**src/rtl/game_phase_sequencer.sv**
```systemverilog
// Round sequencer: start screen, character select, 3-2-1 countdown, FIGHT banner,
// battle and KO. Phases are timed in video frames. The one-hot phase flags drive the
// overlay renderers directly, and game_active gates player control.
module game_phase_sequencer #(
  parameter int unsigned COUNT_FRAMES = 60,
  parameter int unsigned FIGHT_FRAMES = 60,
  parameter int unsigned KO_FRAMES    = 180
) (
  input  logic       vga_clk,
  input  logic       reset,
  input  logic [9:0] DrawX,
  input  logic [9:0] DrawY,
  input  logic       start_btn,
  input  logic       confirm_btn,
  input  logic       p1_dead,
  input  logic       p2_dead,
  output logic       startscreen,
  output logic       characterselect,
  output logic       countdown3,
  output logic       countdown2,
  output logic       countdown1,
  output logic       fight,
  output logic       ko,
  output logic       game_active,
  output logic [1:0] winner
);

  typedef enum logic [2:0] {
    StStart,
    StSelect,
    StCd3,
    StCd2,
    StCd1,
    StFight,
    StBattle,
    StKo
  } state_e;

  localparam logic [7:0] CountLast = 8'(COUNT_FRAMES - 1);
  localparam logic [7:0] FightLast = 8'(FIGHT_FRAMES - 1);
  localparam logic [7:0] KoLast    = 8'(KO_FRAMES - 1);

  state_e     state_q, state_d;
  logic [7:0] count_q, count_d;
  logic [1:0] winner_q, winner_d;
  logic       start_q, confirm_q;

  logic frame_tick;
  logic start_press, confirm_press;
  logic any_dead;
  logic timed;
  logic [7:0] last_count;

  assign frame_tick    = (DrawX == 10'd0) && (DrawY == 10'd0);
  // Edge registers come out of reset high so a key held through reset is not a press.
  assign start_press   = start_btn & ~start_q;
  assign confirm_press = confirm_btn & ~confirm_q;
  assign any_dead      = p1_dead | p2_dead;

  // State, frame counter, winner and button history registers.
  always_ff @(posedge vga_clk) begin
    if (reset) begin
      state_q   <= StStart;
      count_q   <= 8'd0;
      winner_q  <= 2'b00;
      start_q   <= 1'b1;
      confirm_q <= 1'b1;
    end else begin
      state_q   <= state_d;
      count_q   <= count_d;
      winner_q  <= winner_d;
      start_q   <= start_btn;
      confirm_q <= confirm_btn;
    end
  end

  // Next state, winner latch and frame counter.
  always_comb begin
    state_d    = state_q;
    winner_d   = winner_q;
    count_d    = count_q;
    timed      = 1'b0;
    last_count = CountLast;

    unique case (state_q)
      StStart: begin
        if (start_press) state_d = StSelect;
      end
      StSelect: begin
        if (confirm_press) begin
          state_d  = StCd3;
          winner_d = 2'b00;
        end
      end
      StCd3: begin
        timed = 1'b1;
        if (frame_tick && count_q == CountLast) state_d = StCd2;
      end
      StCd2: begin
        timed = 1'b1;
        if (frame_tick && count_q == CountLast) state_d = StCd1;
      end
      StCd1: begin
        timed = 1'b1;
        if (frame_tick && count_q == CountLast) state_d = StFight;
      end
      StFight: begin
        timed      = 1'b1;
        last_count = FightLast;
        // A death takes priority over the banner timing out.
        if (any_dead) begin
          state_d  = StKo;
          winner_d = {p1_dead, p2_dead};
        end else if (frame_tick && count_q == FightLast) begin
          state_d = StBattle;
        end
      end
      StBattle: begin
        if (any_dead) begin
          state_d  = StKo;
          winner_d = {p1_dead, p2_dead};
        end
      end
      StKo: begin
        timed      = 1'b1;
        last_count = KoLast;
        if (frame_tick && count_q == KoLast) state_d = StStart;
      end
      default: state_d = StStart;
    endcase

    if (state_d != state_q) begin
      count_d = 8'd0;
    end else if (timed && frame_tick && count_q != last_count) begin
      count_d = count_q + 8'd1;
    end
  end

  // Phase flags are a pure decode of the current state.
  always_comb begin
    startscreen     = 1'b0;
    characterselect = 1'b0;
    countdown3      = 1'b0;
    countdown2      = 1'b0;
    countdown1      = 1'b0;
    fight           = 1'b0;
    ko              = 1'b0;
    game_active     = 1'b0;
    unique case (state_q)
      StStart:  startscreen     = 1'b1;
      StSelect: characterselect = 1'b1;
      StCd3:    countdown3      = 1'b1;
      StCd2:    countdown2      = 1'b1;
      StCd1:    countdown1      = 1'b1;
      StFight: begin
        fight       = 1'b1;
        game_active = 1'b1;
      end
      StBattle: game_active     = 1'b1;
      StKo:     ko              = 1'b1;
      default:  startscreen     = 1'b0;
    endcase
  end

  assign winner = winner_q;

endmodule

```
**config.mk**
```make
export PLATFORM = sky130hd
export DESIGN_NAME = game_phase_sequencer
export DESIGN_NICKNAME = d
export VERILOG_FILES = /design/src/rtl/game_phase_sequencer.sv
export SDC_FILE = /design/constraint.sdc
export NUM_CORES = 1
export LEC_CHECK = 0
export BUFFER_PORTS_ARGS = -buffer_cell sky130_fd_sc_hd__clkbuf_2
export CAP_MARGIN = 20
export CELL_PAD_IN_SITES_DETAIL_PLACEMENT = 0
export CELL_PAD_IN_SITES_GLOBAL_PLACEMENT = 2
export CORE_UTILIZATION = 28
export DETAILED_ROUTE_END_ITERATION = 10
export GPL_TIMING_DRIVEN = 1
export PLACE_DENSITY = 0.89
export SLEW_MARGIN = 30
export SYNTH_ARGS = -nofsm -noshare
export SYNTH_HDL_FRONTEND = slang
export SYNTH_SLANG_ARGS = --single-unit
export TNS_END_PERCENT = 20
```
**constraint.sdc**
```tcl
create_clock -name vga_clk -period 2.6 [get_ports vga_clk]
set_clock_uncertainty 0.1 [all_clocks]
set_input_delay 0.52 -clock vga_clk [delete_from_list [all_inputs] [get_ports vga_clk]]
set_output_delay 0.52 -clock vga_clk [all_outputs]
set_load 0.005 [all_outputs]
```
==> metrics.log <==
INFO  metric n_antenna_cell = 0
INFO  metric timing.critical_path.slowest_cell_delay = 580 ps
INFO  metric relSlewSlack = 0.681
INFO  metric grt.total_usage = 0.125
INFO  metric postRouteAntennaNets = 0
INFO  metric cts_root_buf = clkbuf_8
INFO  metric yosys_warnings = 0
INFO  metric intPower = 0.000394 W
INFO  metric seq_area_frac_synth = 0.273
INFO  metric gr-total-overflow = 0
INFO  metric fin_hold_viols = 0
INFO  metric ctsLongestPathBuffers = 2
INFO  metric achievable-frequency = 424 MHz
INFO  metric endpoint_required_time_on_the_critical_path = about 2000 ps
INFO  metric power_switching_share = 0.283
INFO  metric pin_count = 36
INFO  metric pwr_density_cell = 406 mW/mm2
INFO  metric finalCoreUtilization = 0.364
INFO  metric dp_hpwl = 2050 um
INFO  metric hold_path_class = input port to register
INFO  metric floorplan.die_area = 0.00418 mm2
INFO  metric min_period_over_period = 0.908
INFO  metric clk_transition_reported_paths = 60 ps
INFO  metric clkPwrFrac = 0.345
INFO  metric post_cts.resized_instances = 0
INFO  metric route.detailed.vias_per_inst = 5.05
INFO  metric mostFrequentLayoutCell = clkbuf_2
INFO  metric worst_slew_pin_slew = ~470 ps
INFO  metric grt_pass1_wl = 4150 um
INFO  metric setup_crit_end_kind = output port
INFO  metric finalWirelength = 2550 um
INFO  metric via_count = 1066
INFO  metric first_pass_iters = 4
INFO  metric cp.buffers_inverters = 2
INFO  metric cts_setup_buffers = 0
INFO  metric power_frac_seq = 0.461
INFO  metric vdd_ir_drop_max = 0.199 mV
INFO  metric io_buffers = 35
INFO  metric synth-main-ff-cell = dfxtp_1
INFO  metric tritoncts = done
INFO  metric drt_first_iter_violations = 17
INFO  metric timing.rr.start = count_q[0]
INFO  metric first_global_vias = 942
INFO  metric die_height = 64.6 um
INFO  metric post_synth_inst_count = between 100 and 150
INFO  metric critical-path-slowest-cell = dfxtp_1
INFO  metric starting_utilization_of_the_core_area = 0.296
INFO  metric critPathKind = register to output port
INFO  metric clock_buffers_created_by_tritoncts = 3
INFO  metric nets = 191
INFO  metric cts-hold-fix-buffers = 0
INFO  metric yosysTopAreaCellShare = 0.273
INFO  metric layout-area-overhead-vs-synth = 23.0%
INFO  metric chipWidth = 64.6 um
INFO  metric post_layout_cell_count = approximately 210
INFO  metric syn_avg_cell_area = ~8.5 um2
INFO  metric post_route_setup_slack = 240 ps
INFO  metric timing.critical_path.max_delay_family = flip-flops
INFO  metric clock_sink_count = 15
INFO  metric globalplace.congestion = 0.798
INFO  metric synth_top_area_cell = dfxtp_1
INFO  metric setup_viol_count_final = 0
INFO  metric core.rowCount = 22
INFO  metric path_cells = inv_1 -> nor3b_1 -> clkbuf_2
INFO  metric switching_power = 0.000155 W
INFO  metric asyncSetResetFlopFracSynth = 0
INFO  metric syn-num-nets = 156
INFO  metric outcome = finished, final reports clean
INFO  metric place.detailed.instances = 207
INFO  metric hold_path_startpoint = start_btn
INFO  metric final_max_slew_viol_count = 0
INFO  metric post_route_cells_drive_above_1_share = 0.368
INFO  metric dp_worst_setup_slack = 101 ps
INFO  metric power.leakage = 0.568 nW
INFO  metric area_of_the_core = 0.00372 mm2
INFO  metric final.setup.tns = 0 ps
INFO  metric worstSkewPairLatency = 250 ps
INFO  metric critical_path_peak_fanout = 11
INFO  metric post-route-min-period = 2360 ps
INFO  metric wl_per_cell = 12.1 um
INFO  metric number_of_antenna_violations_at_the_first_check_in_global_routing = 0
INFO  metric post_synth_main_area_contributors = dfxtp_1, xor2_1, nand2_1
INFO  metric start_kind = register
INFO  metric total_of_max_cap_violations = 0
INFO  metric post_synth_num_cell_types = 39
INFO  metric timing.critical_path.arrival = 1740 ps
INFO  metric power.share.combinational = 0.194
INFO  metric timing.critical_path.from = state_q[0]
INFO  metric grt_max_degree = 16
INFO  metric detail_route.drc_violations = 0
INFO  metric rsz0062_at_grt = no
INFO  metric layout.cells.most_common_list = clkbuf_2, dfxtp_1, nand2_1
INFO  metric ys_seq_elements = 15
INFO  metric post_synth_instance_area = 0.00110 mm2
INFO  metric final.fill_count = just under 400
INFO  metric synth_edf_count = 0
INFO  metric htree_levels = 1
[registers in the layout, indices dropped and copies added (netlist names)]
register,flops
state_q,3
start_q,1
confirm_q,1
count_q,8
winner,2
[synth_stat cells, types with 2 or more instances]
cell type	count
buf_2	4
nand3_1	7
nor2_1	6
o41ai_1	3
a21oi_1	7
nand2_1	14
nor3b_1	4
and3b_1	2
nor2b_1	4
a211oi_2	2
mux2i_1	3
xor2_1	7
nand4_1	3
nor4_1	7
nand2b_1	2
nor3_1	2
nor3b_2	2
inv_1	5
o21ai_0	3
or2_2	2
dfxtp_1	15
nor4_4	2
nor2_2	7
[layer usage]
layer | track usage | share of wire | vias to the layer above
met2 | 0.200 | 0.43 | 40
met4 | 0.0611 | 0.027 | 0
met1 | 0.159 | 0.47 | 477
met5 | 0 | 0 | -
met3 | 0.0264 | 0.066 | 9
li1 | - | - | 540
[cell families after synthesis]
family          count (synthesis)  share of synthesized area
compound gates                 22                      0.179
xor+xnor                        8                     0.0638
fa+ha+maj                       1                     0.0114
buf+inv                        11                     0.0490
flops                          15                      0.273
mux                             3                     0.0273
simple gates                   69                      0.396
[final timing paths]
| kind | end | slack (ps) | cells after the start |
|---|---|---|---|
| setup / recovery | fight | 240 | 3 |
| hold / removal | start_q | 360 | 3 |
| setup reg to reg | count_q[1] | 380 | 6 |
| hold reg to reg | winner[1] | 370 | 2 |
[tightest hold or removal path, delay by kind of cell]
kind	cells	cell delay, ps
and+or+nand+nor	1	40
buffers and inverters	2	120
[final cells by class]
type | count | area, um2 | share of cell area
Multi-Input combinational cell | 103 | 744 | 0.551
Timing Repair Buffer | 36 | 183 | 0.135
Inverter | 5 | 18.8 | 0.0139
Sequential cell | 15 | 300 | 0.222
Clock buffer | 4 | 45.0 | 0.0333
Tap cell | 48 | 60.1 | 0.0444
[per-stage QoR]
step	hold WS, ps	instance area [um2]	power [W]
6_report	358	1350	0.000549
5_1_grt	368	1350	0.000580
4_1_cts	361	1350	0.000551
3_5_place_dp	365	1310	0.000364
3_3_place_gp	354	1310	0.000361
2_1_floorplan	358	1100	0.000319
[power groups by stage]
stage | registers [W] | clock network (W) | logic (W)
CTS | 0.000252 | 0.000192 | 0.000107
floorplan | 0.000245 | 0 | 0.0000744
global route | 0.000255 | 0.000208 | 0.000117
finish | 0.000253 | 0.000189 | 0.000107
detailed placement | 0.000257 | 0 | 0.000107
global placement | 0.000257 | 0 | 0.000104
Power figures use the tool's default switching activity.
